`src/rtl/seq_divider.sv`:
```
// Iterative restoring divider: one quotient bit per clock, start/busy/done handshake.
// Define SEQ_DIVIDER_SIGNED_EN for signed two's-complement operands (truncation toward zero).
module seq_divider #(
  parameter int unsigned WIDTH = 8,
  parameter int unsigned CNT_W = 4
) (
  input  logic             clk_i,
  input  logic             rst_ni,
  input  logic             start_i,
  input  logic [WIDTH-1:0] dividend_i,
  input  logic [WIDTH-1:0] divisor_i,
  output logic             busy_o,
  output logic             done_o,
  output logic [WIDTH-1:0] quotient_o,
  output logic [WIDTH-1:0] remainder_o,
  output logic             div_zero_o
);

  typedef enum logic [1:0] {StIdle, StRun, StDone} state_e;

  state_e             state_q, state_d;
  logic [CNT_W-1:0]   cnt_q, cnt_d;
  logic [WIDTH-1:0]   r_q, r_d;
  logic [WIDTH-1:0]   q_q, q_d;
  logic [WIDTH-1:0]   dvs_q, dvs_d;
  logic               dz_q, dz_d;
  logic [WIDTH-1:0]   quo_q, quo_d;
  logic [WIDTH-1:0]   rem_q, rem_d;
  logic               dzo_q, dzo_d;

  logic [WIDTH:0]     r_sh;
  logic [WIDTH+1:0]   diff;
  logic               ge;
  logic [WIDTH-1:0]   r_new, q_new;
  logic [WIDTH-1:0]   dvd_mag, dvs_mag;
  logic [WIDTH-1:0]   quo_fix, rem_fix;

`ifdef SEQ_DIVIDER_SIGNED_EN
  logic neg_quo_q, neg_quo_d;
  logic neg_rem_q, neg_rem_d;

  assign dvd_mag = dividend_i[WIDTH-1] ? WIDTH'(-dividend_i) : dividend_i;
  assign dvs_mag = divisor_i[WIDTH-1]  ? WIDTH'(-divisor_i)  : divisor_i;
  assign quo_fix = neg_quo_q ? WIDTH'(-q_new) : q_new;
  assign rem_fix = neg_rem_q ? WIDTH'(-r_new) : r_new;

  always_comb begin
    neg_quo_d = neg_quo_q;
    neg_rem_d = neg_rem_q;
    if (state_q == StIdle && start_i) begin
      neg_quo_d = dividend_i[WIDTH-1] ^ divisor_i[WIDTH-1];
      neg_rem_d = dividend_i[WIDTH-1];
    end
  end

  always_ff @(posedge clk_i or negedge rst_ni) begin
    if (!rst_ni) begin
      neg_quo_q <= 1'b0;
      neg_rem_q <= 1'b0;
    end else begin
      neg_quo_q <= neg_quo_d;
      neg_rem_q <= neg_rem_d;
    end
  end
`else
  assign dvd_mag = dividend_i;
  assign dvs_mag = divisor_i;
  assign quo_fix = q_new;
  assign rem_fix = r_new;
`endif

  // Shifted partial remainder can reach 2*divisor-1, so the trial subtract keeps a sign bit.
  assign r_sh  = {r_q, q_q[WIDTH-1]};
  assign diff  = {1'b0, r_sh} - {2'b00, dvs_q};
  assign ge    = ~diff[WIDTH+1];
  assign r_new = ge ? diff[WIDTH-1:0] : r_sh[WIDTH-1:0];
  assign q_new = {q_q[WIDTH-2:0], ge};

  always_comb begin
    state_d = state_q;
    cnt_d   = cnt_q;
    r_d     = r_q;
    q_d     = q_q;
    dvs_d   = dvs_q;
    dz_d    = dz_q;
    quo_d   = quo_q;
    rem_d   = rem_q;
    dzo_d   = dzo_q;
    unique case (state_q)
      StIdle: begin
        if (start_i) begin
          state_d = StRun;
          dvs_d   = dvs_mag;
          r_d     = '0;
          if (divisor_i == '0) begin
            // Divide-by-zero spends one RUN cycle and returns the raw dividend.
            dz_d  = 1'b1;
            q_d   = dividend_i;
            cnt_d = CNT_W'(1);
          end else begin
            dz_d  = 1'b0;
            q_d   = dvd_mag;
            cnt_d = CNT_W'(WIDTH);
          end
        end
      end
      StRun: begin
        if (dz_q) begin
          state_d = StDone;
          quo_d   = '1;
          rem_d   = q_q;
          dzo_d   = 1'b1;
        end else begin
          r_d   = r_new;
          q_d   = q_new;
          cnt_d = cnt_q - CNT_W'(1);
          if (cnt_q == CNT_W'(1)) begin
            state_d = StDone;
            quo_d   = quo_fix;
            rem_d   = rem_fix;
            dzo_d   = 1'b0;
          end
        end
      end
      StDone: begin
        state_d = StIdle;
      end
      default: begin
        state_d = StIdle;
      end
    endcase
  end

  always_ff @(posedge clk_i or negedge rst_ni) begin
    if (!rst_ni) begin
      state_q <= StIdle;
      cnt_q   <= '0;
      r_q     <= '0;
      q_q     <= '0;
      dvs_q   <= '0;
      dz_q    <= 1'b0;
      quo_q   <= '0;
      rem_q   <= '0;
      dzo_q   <= 1'b0;
    end else begin
      state_q <= state_d;
      cnt_q   <= cnt_d;
      r_q     <= r_d;
      q_q     <= q_d;
      dvs_q   <= dvs_d;
      dz_q    <= dz_d;
      quo_q   <= quo_d;
      rem_q   <= rem_d;
      dzo_q   <= dzo_d;
    end
  end

  assign busy_o      = (state_q == StRun);
  assign done_o      = (state_q == StDone);
  assign quotient_o  = quo_q;
  assign remainder_o = rem_q;
  assign div_zero_o  = dzo_q;

endmodule

```
`config.mk`:
```
export PLATFORM = sky130hd
export DESIGN_NAME = seq_divider
export DESIGN_NICKNAME = d
export VERILOG_FILES = /design/src/rtl/seq_divider.sv
export SDC_FILE = /design/constraint.sdc
export NUM_CORES = 1
export LEC_CHECK = 0
export BUFFER_PORTS_ARGS = -buffer_cell sky130_fd_sc_hd__buf_2
export CELL_PAD_IN_SITES_DETAIL_PLACEMENT = 0
export CELL_PAD_IN_SITES_GLOBAL_PLACEMENT = 1
export CORE_MARGIN = 1
export CORE_UTILIZATION = 44
export DETAILED_ROUTE_END_ITERATION = 12
export PLACE_DENSITY = 0.85
export SYNTH_ARGS = -nofsm -noshare
export SYNTH_HDL_FRONTEND = slang
export SYNTH_SLANG_ARGS = --single-unit
```
`constraint.sdc`:
```
create_clock -name clk_i -period 2.75 [get_ports clk_i]
set_input_delay 0.6875 -clock clk_i [delete_from_list [all_inputs] [get_ports clk_i]]
set_output_delay 0.6875 -clock clk_i [all_outputs]
set_load 0.02 [all_outputs]
```
Yosys cells after proc, flatten, opt, wreduce, memory -nomap -nowiden
Cells that the tools add are included.

Add/subtract/negate cells: 2. Multipliers: 0. Div/mod/pow operators: 0. Order comparisons: 0. Eq/ne operators: 6. Shifts and indexed selects: 0. Mux-type cells: 22. Bitwise operators: 1. Reduce and logical (&&, ||, !) cells: 8.

Operator list (count): $mux W8 (9); $pmux W8 S2 (2); $mux W4 (3); $sub A9 B8 Y10 (1); $logic_not A8 Y1 (1); $pmux W4 S2 (1); $mux W2 (3); $reduce_and A2 Y1 (3); $eq A4 B1 Y1 const B (1); $ne A2 B2 Y1 const B (2); $pmux W2 S2 (1); $reduce_bool A2 Y1 (2); $sub A4 B1 Y4 const B (1); $mux W1 (3); $ne A3 B1 Y1 const B (1); $reduce_and A3 Y1 (1); $eq A2 B1 Y1 const B (1); $eq A2 B2 Y1 const B (1); $logic_not A2 Y1 (1); $not A1 Y1 (1).

Register bits after elaboration: 48. Latch bits: 0. Memory bits (writable): 0. Bits in read-only memories: 0. Input port bits: 19. Output and inout port bits: 19. Logic and storage cells: 48. Memories kept: 0.

Depth between registers and ports, before layout
Word-level depth: 4. Mapped depth: 9. Depth with buffers taken out: 8.

Least setup slack after synthesis
OpenSTA, ideal clock, no wires.

Kind: register to register. From: register q_q[7]. To: register rem_q[6] (netlist: remainder_o[6]). Setup time: 95 ps. Data arrival time: 1976 ps. Data required time: 2655 ps. Path slack: 679 ps. Stages on the path, launching flop included: 9. Path buffers: 0. Clock period less this slack: 2071 ps. Cells stage by stage: dfrtp_1 > inv_1 > ha_1 > fa_1 > or2b_1 > a2111o_1 > o311ai_1 > a211oi_1 > o31ai_1.

Cells in the longest elaborated chain, start to end: 4.

RTL lines: from (decl) (RTL line 24) `logic [WIDTH-1:0] q_q, q_d;`; from (signal assigned) (RTL line 149) `q_q <= q_d;`; $sub A9 B8 Y10 (RTL line 74) `assign diff = {1'b0, r_sh} - {2'b00, dvs_q};`; $mux W8 (RTL line 76) `assign r_new = ge ? diff[WIDTH-1:0] : r_sh[WIDTH-1:0];`; $mux W8 (RTL line 117) `if (cnt_q == CNT_W'(1)) begin`; $mux W8 (RTL line 108) `if (dz_q) begin`; to (signal assigned) (RTL line 153) `rem_q <= rem_d;`; to (decl) (RTL line 28) `logic [WIDTH-1:0] rem_q, rem_d;`.

Every way passes these cells. The select of a mux whose other input is x is not followed. A chain may end at the register's enable or synchronous reset.

Worst setup path in the final report
From: register state_q[1]. To: output busy_o.

Cells in the longest elaborated chain, start to end: 1.

RTL lines: from (decl) (RTL line 21) `state_e state_q, state_d;`; from (signal assigned) (RTL line 136) `state_q <= StIdle;`; from (signal assigned) (RTL line 146) `state_q <= state_d;`; $eq A2 B1 Y1 (RTL line 158) `assign busy_o = (state_q == StRun);`; to (decl) (RTL line 12) `output logic busy_o,`.

Every way passes these cells.

==> out/results.tsv <==
stage	metric	value	unit
worst_setup_path	crit path DAT	1600	ps
cts	Clock Tree Buf Depth	2	
synthesis	Mapped Avg Cell Area	9.70	µm²
routing	WL/cell	16.5	µm
placement	Final GP Congestion	0.816	
cells_and_area	Filler Cell Count	561	
cells_and_area	layout cells sized above 1	0.224	
hold_path	Worst Hold Class	input pin to asynchronous set/reset pin	
routing	met2 wire length	3020	µm
routing	DR WL met3	322	µm
synthesis	distinct cell type count after synthesis	50	
routing	highest metal used	met4	
synthesis	FFs w/ async S/R, synth	1.00	
synthesis	Adder-Cell Fraction of Synth Area	0.0537	
timing	slew at the pin with the worst max-slew slack	566	ps
synthesis	Post-synth EDFFs	0	
global_routing	vias in the first global route	2169	
cells_and_area	NumNets Final	346	
cts	CTS tree	built	
outcome	status	completed	
timing	Worst Hold Slack	370	ps
synthesis	sequential-to-total area share from yosys stat	0.444	
synthesis	Yosys warnings	0	
pwr	leakage power total	1.49	nW
worst_setup_path	CP Launch Point	state_q[1]	
cts	Root Buffer Master	clkbuf_8	
cts	Hold Buf Count CTS	0	
cells_and_area	commonest non-fill, non-tap cells in the layout	48 x dfrtp_1, 41 x nand2_1, 37 x buf_2	
timing	final hold vios	0	
cts	H-tree depth	2	
cts	clk sinks	48	
cts	Worst-Skew Late Latency	310	ps
cells_and_area	most common cell after layout, fill and taps aside	dfrtp_1	
floorplanning	Starting Density	0.457	
floorplanning	Die Height	80.4	µm
global_routing	initial antenna violation count	0	
floorplanning	row cnt	28	
global_routing	first-pass GRT wire length	10800	µm
routing	drt first pass iters	4	
synthesis	Synth Net Count	309	
placement	pre-CTS WS	530	ps
pwr	PD cells	1500	nW/µm²
worst_setup_path	Worst R2R Path Depth	8	
worst_setup_path	slowest stage cell, crit path	dfrtp_1	
flow_run	total of max-cap violations	0	
timing	relative slew slack	0.622	
synthesis	Yosys reg bits	48	
timing	final setup TNS	0	ps
worst_setup_path	R2R Setup Slk	500	ps
timing	setup violators final	0	
routing	Residual DRC	0	
timing	final worst-path cycle share	0.833	
synthesis	Synth Area in Simple Gates	0.123	
synthesis	Post-Syn Instances	279	
floorplanning	Die X	80.4	µm
global_routing	largest net degree at the start of global routing	27	
synthesis	synthesized area	2710	µm²
placement	PortBufs	37	
synthesis	main combinational cell family by area after synthesis	compound AO/OA/AOI/OAI gates	
timing	Max Freq	0.436	GHz
worst_setup_path	Setup crit end kind	primary output	
cells_and_area	post-route cell area	3070	µm²
synthesis	most used flip-flop cell after synthesis	dfrtp_1	
floorplanning	die area	6470	µm²
cells_and_area	final non-filler cell total	392	
timing	fin crit period	2290	ps
cts	post-cts sizing count	0	
cells_and_area	area grow syn2layout	13.6	%
placement	Placed Area	2980	µm²
timing	clock skew	10.5	ps
routing	Met1 Wirelength	3000	µm
cts	clock slew at reported path FFs	90	ps
routing	Via density	5.63	
worst_setup_path	Worst Setup Start Kind	register	
floorplanning	Core Area	5920	µm²
synthesis	post-synthesis mux area share	0.0444	
worst_setup_path	CP peak stage delay	390	ps
cts	CTS buffer count	5	
worst_setup_path	critical path type	register to primary output	
timing	setup ws final	458	ps
cts	Post-CTS Setup Inserts	0	
routing	starting DRC count in detailed routing	125	
worst_setup_path	crit path cell chain	nand2b_1 > inv_1 > buf_2	
worst_setup_path	CP Max Fanout	12	
global_routing	GRT overflow	0	
synthesis	XOR/XNOR Fraction of Synth Area	0.0162	
routing	Routed Antenna Nets	0	
placement	dpl cells	384	
global_routing	global-route usage over all layers	0.224	
timing	unrepaired setup endpoints after global routing	false	
timing	Final Max Tran Viols	0	
worst_setup_path	RR Startpoint	q_q[7]	
pwr	Worst VDD drop	634	µV
placement	HPWL Detailed	4640	µm
worst_setup_path	WP data required	2060	ps
routing	via count	2208	
floorplanning	io pins	38	
routing	WL final	6450	µm
synthesis	post-synthesis compound-gate area fraction	0.261	
cells_and_area	# diodes	0	
worst_setup_path	r2r endpoint	remainder_o[6]	
-- per-layer routing --
layer | vias up | track usage
met4 | 0 | 0.0786
li1 | 1075 | -
met5 | - | 0
met1 | 1062 | 0.317
met2 | 59 | 0.336
met3 | 12 | 0.0489
-- flip-flops by register name, summed over array words and instances, names as in the netlist --
name / cells
cnt_q: 4
state_q: 2
quotient_o: 8
q_q: 8
dvs_q: 8
dz_q: 1
div_zero_o: 1
r_q: 8
remainder_o: 8
-- cells by family (layout without fill, tap and decap cells) --
kind of cell | count (synthesis) | count (layout)
compound gates | 97 | 97
simple gates | 72 | 72
flops | 48 | 48
buf+inv | 35 | 73
fa+ha+maj | 11 | 11
mux | 11 | 11
xor+xnor | 5 | 5
-- power breakdown --
part           switching [mW]  internal [mW]
Combinational            1.69           1.17
Sequential              0.246           1.03
Clock                   0.249          0.206
-- area by class of cell --
class	count	area, µm²	share of cell area
Timing Repair Buffer	45	258	0.0839
Clock buffer	6	82.6	0.0269
Sequential cell	48	1200	0.391
Tap cell	75	93.8	0.0305
Inverter	20	75.1	0.0244
Clock inverter	2	13.8	0.00448
Multi-Input combinational cell	196	1350	0.439
-- cells in the mapped netlist (all sizes together) (5+ instances only) --
cell type  number  area [µm²]
dfrtp          48        1200
nand2          41         154
o21ai          29         156
a21oi          20         115
inv            20        75.1
o22a           16         140
nor2           13        48.8
buf            10        61.3
ha             10         125
mux2i           9        90.1
a211oi          7        70.1
o31ai           6        45.0
clkbuf          5        18.8
-- critical path, delay by kind of cell (launching register included) --
| kind | cells | cell delay (ps) |
|---|---|---|
| AND/OR/NAND/NOR | 1 | 290 |
| flip-flops | 1 | 390 |
| buffers and inverters | 2 | 620 |
-- worst max path at each step --
stage,endpoint,cells after the start
after detailed placement,remainder_o[6],8
after floorplan,remainder_o[6],8
after CTS,busy_o,3
after global placement,remainder_o[6],8
final,busy_o,3
after global routing,remainder_o[6],8
-- metrics by stage --
step                       util  power [mW]
after CTS                 0.519        4.61
after detailed placement  0.503        4.14
final                     0.519        4.60
after global placement    0.503        4.08
after floorplan               -        3.48
after global routing      0.519        5.00
Note: power is estimated with default switching activity, not from simulation.
